## config.mk

```make
export PLATFORM = sky130hd
export DESIGN_NAME = regfile_write_arbiter
export DESIGN_NICKNAME = d
export VERILOG_FILES = /design/src/rtl/regfile_write_arbiter_pkg.sv /design/src/rtl/regfile_write_arbiter_scoreboard.sv /design/src/rtl/regfile_write_arbiter.sv
export SDC_FILE = /design/constraint.sdc
export NUM_CORES = 1
export LEC_CHECK = 0
export CORE_MARGIN = 4
export CORE_UTILIZATION = 32
export CTS_CLUSTER_DIAMETER = 80
export DETAILED_ROUTE_END_ITERATION = 10
export PLACE_DENSITY = 0.77
export SYNTH_ARGS = -nofsm -noshare
export SYNTH_HDL_FRONTEND = slang
export SYNTH_SLANG_ARGS = --single-unit
```

## constraint.sdc

```tcl
create_clock -name clk -period 1.3 [get_ports clk]
set_input_delay 0.26 -clock clk [delete_from_list [all_inputs] [get_ports clk]]
set_output_delay 0.26 -clock clk [all_outputs]
set_load 0.005 [all_outputs]
```

## src/rtl/regfile_write_arbiter_pkg.sv

```systemverilog
// Shared types and default sizes for the register-file write arbiter.
package regfile_arb_pkg;

    localparam int DEF_D        = 5;
    localparam int DEF_W        = 32;
    localparam int DEF_MAX_WAIT = 4;

    typedef enum logic {
        PORT_WB0 = 1'b0,
        PORT_WB1 = 1'b1
    } port_id_e;

    typedef struct packed {
        logic [DEF_D-1:0] addr;
        logic [DEF_W-1:0] data;
    } wr_req_t;

endpackage

```

## src/rtl/regfile_write_arbiter_scoreboard.sv

```systemverilog
// Pending-destination tracker for long-latency (port 1) writes; feeds hazard stalls.
module regfile_scoreboard #(
    parameter int D = 5
) (
    input  logic         clk,
    input  logic         rst,
    input  logic         claim_valid,
    input  logic [D-1:0] claim_addr,
    input  logic         clear_valid,
    input  logic [D-1:0] clear_addr,
    input  logic [D-1:0] query_addr1,
    input  logic [D-1:0] query_addr2,
    output logic         busy1,
    output logic         busy2
);

    localparam int N = 1 << D;

    logic [N-1:0] pending;

    // The set is written last so a same-cycle claim beats a retiring write.
    always_ff @(posedge clk) begin
        if (rst) begin
            pending <= '0;
        end else begin
            if (clear_valid) pending[clear_addr] <= 1'b0;
            if (claim_valid) pending[claim_addr] <= 1'b1;
        end
    end

    assign busy1 = pending[query_addr1];
    assign busy2 = pending[query_addr2];

endmodule

```

## src/rtl/regfile_write_arbiter.sv

```systemverilog
// Two-port arbiter for the register-file write port: writeback has priority, an
// anti-starvation counter forces port 1 through. REGFILE_ARB_SCOREBOARD_EN adds pending tracking.
module regfile_write_arbiter
    import regfile_arb_pkg::*;
#(
    parameter int D        = DEF_D,
    parameter int W        = DEF_W,
    parameter int MAX_WAIT = DEF_MAX_WAIT
) (
    input  logic         clk,
    input  logic         rst,
    input  logic         wb0_valid,
    input  logic [D-1:0] wb0_addr,
    input  logic [W-1:0] wb0_data,
    output logic         wb0_ready,
    input  logic         wb1_valid,
    input  logic [D-1:0] wb1_addr,
    input  logic [W-1:0] wb1_data,
    output logic         wb1_ready,
    input  logic         claim_valid,
    input  logic [D-1:0] claim_addr,
    input  logic [D-1:0] query_addr1,
    input  logic [D-1:0] query_addr2,
    output logic         busy1,
    output logic         busy2,
    output logic [D-1:0] rf_address3,
    output logic [W-1:0] rf_write_data,
    output logic         rf_write_enable
);

    localparam int            CW      = $clog2(MAX_WAIT + 1);
    localparam logic [CW-1:0] MAX_CNT = CW'(MAX_WAIT);

    logic [CW-1:0] wait_cnt;
    logic          force_grant;
    logic          acc0;
    logic          acc1;
    logic          en_q;
    port_id_e      win_port;

    // Handshake: a transfer happens on a posedge where valid && ready; the requester
    // holds valid/addr/data until then. Each ready depends only on the other port's valid.
    assign force_grant = (wait_cnt == MAX_CNT);
    assign wb0_ready   = !rst && (!force_grant || !wb1_valid);
    assign wb1_ready   = !rst && (!wb0_valid || force_grant);
    assign acc0        = wb0_valid && wb0_ready;
    assign acc1        = wb1_valid && wb1_ready;
    assign win_port    = acc1 ? PORT_WB1 : PORT_WB0;

    always_ff @(posedge clk) begin
        if (rst) begin
            en_q          <= 1'b0;
            rf_address3   <= '0;
            rf_write_data <= '0;
            wait_cnt      <= '0;
        end else begin
            en_q <= acc0 || acc1;
            if (acc0 || acc1) begin
                rf_address3   <= (win_port == PORT_WB1) ? wb1_addr : wb0_addr;
                rf_write_data <= (win_port == PORT_WB1) ? wb1_data : wb0_data;
            end
            if (!wb1_valid || acc1) begin
                wait_cnt <= '0;
            end else if (wait_cnt != MAX_CNT) begin
                wait_cnt <= wait_cnt + CW'(1);
            end
        end
    end

    // Reset also masks the in-flight write so the negedge commit cannot happen.
    assign rf_write_enable = en_q && !rst;

`ifdef REGFILE_ARB_SCOREBOARD_EN
    logic sb_busy1;
    logic sb_busy2;

    regfile_scoreboard #(.D(D)) u_scoreboard (
        .clk         (clk),
        .rst         (rst),
        .claim_valid (claim_valid),
        .claim_addr  (claim_addr),
        .clear_valid (acc1),
        .clear_addr  (wb1_addr),
        .query_addr1 (query_addr1),
        .query_addr2 (query_addr2),
        .busy1       (sb_busy1),
        .busy2       (sb_busy2)
    );

    assign busy1 = sb_busy1 && !rst;
    assign busy2 = sb_busy2 && !rst;
`else
    logic unused_claim;

    assign unused_claim = ^{claim_valid, claim_addr, query_addr1, query_addr2};
    assign busy1        = 1'b0;
    assign busy2        = 1'b0;
`endif

endmodule

```

==> parameters.txt, run 1 <==
Parameter                              Value

Clocking
  Sink count of the clock tree ... 41
  Library cell used as clock root buffer ... clkbuf_8
  Clock-pin slew on the worst setup and hold paths ... about 0.080 ns
  Clock tree from TritonCTS ... built
  Hold_buf cts ... 0
  Number of buffers added by the clock tree synthesis step ... 5
  Number of H-tree branching levels ... 2
  Clock latency on the worst-skew pair ... just under 0.3 ns
  Worst-case clock buffer depth ... 2

Placement
  Count of input and output buffers ... roughly 120
  Post-DP HPWL ... about 4800 um
  Post-Place Setup Slack ... -0.490 ns
  Placed standard-cell area ... 3340 sq um
  Number of placed instances with taps included ... 421
  Final GP Congestion ... 0.759

Power
  Seq pwr share ... 43.9%
  Part of the total power dissipated in combinational logic ... 23.9%
  Cell Pwr Density ... just over 900 nW/um^2
  Reported leakage power ... 1.52 nW
  Pint ... 2.42 mW
  Clk pwr share ... between 30% and 40%
  Net switching power ... 0.796 mW
  Total power ... 3.22 mW
  Switching power share of the total ... 24.7%
  IR Drop Worst-Case VDD ... 0.448 mV

STA
  Fin. max-slew vios ... 0
  Final clock period utilization by the worst path ... 113%
  Worst-case clock skew ... 0.00869 ns
  Post-route setup slack ... -0.166 ns
  Smallest hold slack ... 0.461 ns
  Number of failing hold endpoints at the final stage ... 0
  Sum of negative setup slack ... -4.93 ns
  Total setup violations reported at the end of the flow ... 39
  Upper clock frequency limit ... slightly below 700 MHz
  RSZ-0062 raised after global routing ... yes
  Period minus WS final ... between 1 and 1.5 ns

Detailed routing
  First-iteration detailed-routing DRC count ... 43
  Vias ... 2138
  Post-Route WL ... 6560 um
  Detailed-route wire length per cell ... 15.1 um
  Via count normalized by instance count ... 4.94
  Remaining DRCs ... 0
  First-pass detailed-route iteration total ... 4
  Remaining antenna violation count after routing ... 0

Flow run
  Maxcap violations ... 0

Synth
  Dominant combinational cell family by area after synthesis ... simple AND/OR/NAND/NOR gates
  Gate count of the mapped netlist ... 230
  Mux cell area share after synthesis ... 0.505%
  Number of synthesized register bits ... 41
  Adder and majority cell fraction of the synthesized area ... roughly 1.3%
  Synthesis warning total ... 0
  Basic-gate share of the synthesized area counting and, or, nand and nor cells ... between 20% and 30%
  Fraction of the mapped netlist area in compound gates ... 23.2%
  Cell Area, Synth ... 1980 sq um
  Area share of xor/xnor cells in the synthesized design ... 0%
  Area share of the leading cell type in the synthesized netlist ... between 40 and 50%
  Synth cell types ... 23
  Cells taking the most area after synthesis ... dfxtp_1 (41%), o211ai_2 (19%), nand2_1 (14%)
  Sequential share of the synthesized area ... 41.4%
  Most area-hungry cell type in the Yosys netlist ... dfxtp_1
  Synth Area per Inst ... 8.62 sq um

Critical path
  Reg2reg path depth ... 7
  Source of the critical timing path ... wait_cnt[0]
  Worst R2R Start ... wait_cnt[0]
  Category of the worst setup path capture point ... flip-flop
  Type of the worst setup path ... reg -> reg
  CP arrival ... 1.68 ns
  Critical path launch point type ... flip-flop
  Destination of the critical timing path ... rf_address3[4]
  Reg2Reg Setup Slack ... -0.17 ns
  Required time at the worst-slack endpoint ... 1.51 ns
  Critical register-to-register path endpoint ... rf_address3[4]
  Largest fanout of any net on the critical path ... 14

Worst hold path
  Cell depth of the worst min-delay path ... 2
  Source of the worst hold timing path ... rf_write_data[30]
  Class of the worst hold path ... reg -> reg

Final layout
  Net count reported at finish ... 453
  Final cell area excluding filler cells ... 3520 sq um
  Count of filler cells inserted in the layout ... 552
  Share of layout cells above drive strength 1 ... about a quarter
  Final cell count without fillers ... 433
  Antenna diode count ... 0
  Final core area utilization ... about three fifths
  Synthesis-to-finish area growth ... 77.7%

Global route
  Grt total ovfl ... 0
  Maximum number of pins on one net before global-route repair ... 38
  Number of antenna violations at the first check in global routing ... 0
  First-pass GRT wire length ... roughly 11000 um
  Vias in the first global route ... 2244
  Total routing resource utilization after global routing ... ~18%

Floorplanning
  Top-Level Pins ... 136
  Die Height ... 86.7 um
  Die width ... 86.7 um
  Standard-cell rows ... 28
  Total core area ... 5960 sq um
  Area of the die ... 7520 sq um
  Initial Utilization ... 33.3%

Status
  Failing checks ... negative setup slack
  Run status ... finished with violations
worst min-delay path by stage:
stage,end,slack [ns]
global placement,rf_write_data[19],0.44
global route,rf_write_data[16],0.49
floorplan,wait_cnt[0],0.40
finish,rf_write_data[30],0.46
detailed placement,rf_write_data[30],0.45
CTS,rf_write_data[4],0.46
repair_timing:
item / CTS / global route
setup endpoints to repair: 78 / 40
pin swaps: 3 / 6
resized for setup: 71 / 5
setup buffers: 4 / 0
hold endpoints to repair: 0 / 0
cells in the mapped netlist:
cell type	count
a21oi_1	1
and4_1	1
nand3_1	37
buf_6	4
clkbuf_1	6
dfxtp_1	41
o211ai_2	30
a21bo_1	1
nor2b_1	2
nor3_4	1
and2_1	1
o21ba_2	1
nor2_1	2
nor3b_1	1
mux2i_1	1
conb_1	1
buf_2	9
nand2_1	76
buf_4	2
inv_1	2
o211ai_1	7
a31oi_1	1
ha_1	2
placed cells by master (no fill, tap or decap), types with 2 or more instances in the layout:
| master | Yosys | final |
|---|---|---|
| buf_12 | 0 | 7 |
| buf_2 | 9 | 2 |
| buf_4 | 2 | 14 |
| clkbuf_8 | 0 | 5 |
| clkdlybuf4s50_1 | 0 | 75 |
| conb_1 | 1 | 2 |
| dfxtp_1 | 41 | 26 |
| dfxtp_2 | 0 | 15 |
| dlygate4sd2_1 | 0 | 39 |
| inv_2 | 0 | 2 |
| nand2_1 | 76 | 75 |
| nand3_1 | 37 | 37 |
| nor2_1 | 2 | 2 |
| nor2b_4 | 0 | 2 |
| o211ai_1 | 7 | 7 |
| o211ai_2 | 30 | 30 |
power groups by stage:
stage	combinational, mW	sequential (mW)	clock [mW]
2_1_floorplan	0.266	1.45	0
4_1_cts	0.776	1.41	1.08
5_1_grt	0.835	1.43	1.14
3_5_place_dp	0.811	1.44	0
6_report	0.770	1.41	1.04
3_3_place_gp	0.801	1.44	0
routing by layer:
layer | share of wire, % | global-route usage (%) | up-vias
li1 | - | - | 1046
met1 | 41 | 19.8 | 986
met2 | 49 | 31.5 | 102
met3 | 10 | 6.65 | 4
met4 | 0.81 | 4.53 | 0
met5 | 0 | 0 | -
state kept, by name (all words and copies together) (netlist names):
name,cells
en_q,1
wait_cnt,3
rf_address3,5
rf_write_data,32
final cells by class:
class	instances	area [sq um]	area share (%)
clock buffer	6	72.6	2.06
clock inverter	2	38.8	1.10
inverter	2	7.51	0.213
multi-input combinational	167	1090	30.9
sequential	41	840	23.8
tap	75	93.8	2.66
timing repair buffer	140	1380	39.3
cell families (layout without fill, tap and decap cells):
| family | after synthesis | after routing |
|---|---|---|
| mux | 1 | 1 |
| buf+inv | 23 | 150 |
| other cells | 1 | 2 |
| fa+ha+maj | 2 | 2 |
| flops | 41 | 41 |
| simple gates | 121 | 121 |
| compound gates | 41 | 41 |
critical path, stage by stage, from the launching register on:
cell and delay (ns):
dfxtp_2 0.34, inv_2 0.04, ha_4 0.17, buf_6 0.11, a21bo_4 0.22, and2_4 0.17
buf_12 0.15, o211ai_1 0.16
Power figures use the tool's default switching activity.
==> inputs of run 2 (changes only) <==
--- a/config.mk
+++ b/config.mk
@@ -5,9 +5,10 @@
 export SDC_FILE = /design/constraint.sdc
 export NUM_CORES = 1
 export LEC_CHECK = 0
+export ABC_AREA = 0
 export CORE_MARGIN = 4
 export CORE_UTILIZATION = 32
-export CTS_CLUSTER_DIAMETER = 80
+export CTS_CLUSTER_DIAMETER = 30
 export DETAILED_ROUTE_END_ITERATION = 10
 export PLACE_DENSITY = 0.77
 export SYNTH_ARGS = -nofsm -noshare
==> results of run 2 <==
Same layout as run 1: the final DEF is identical, and so are final timing and power.
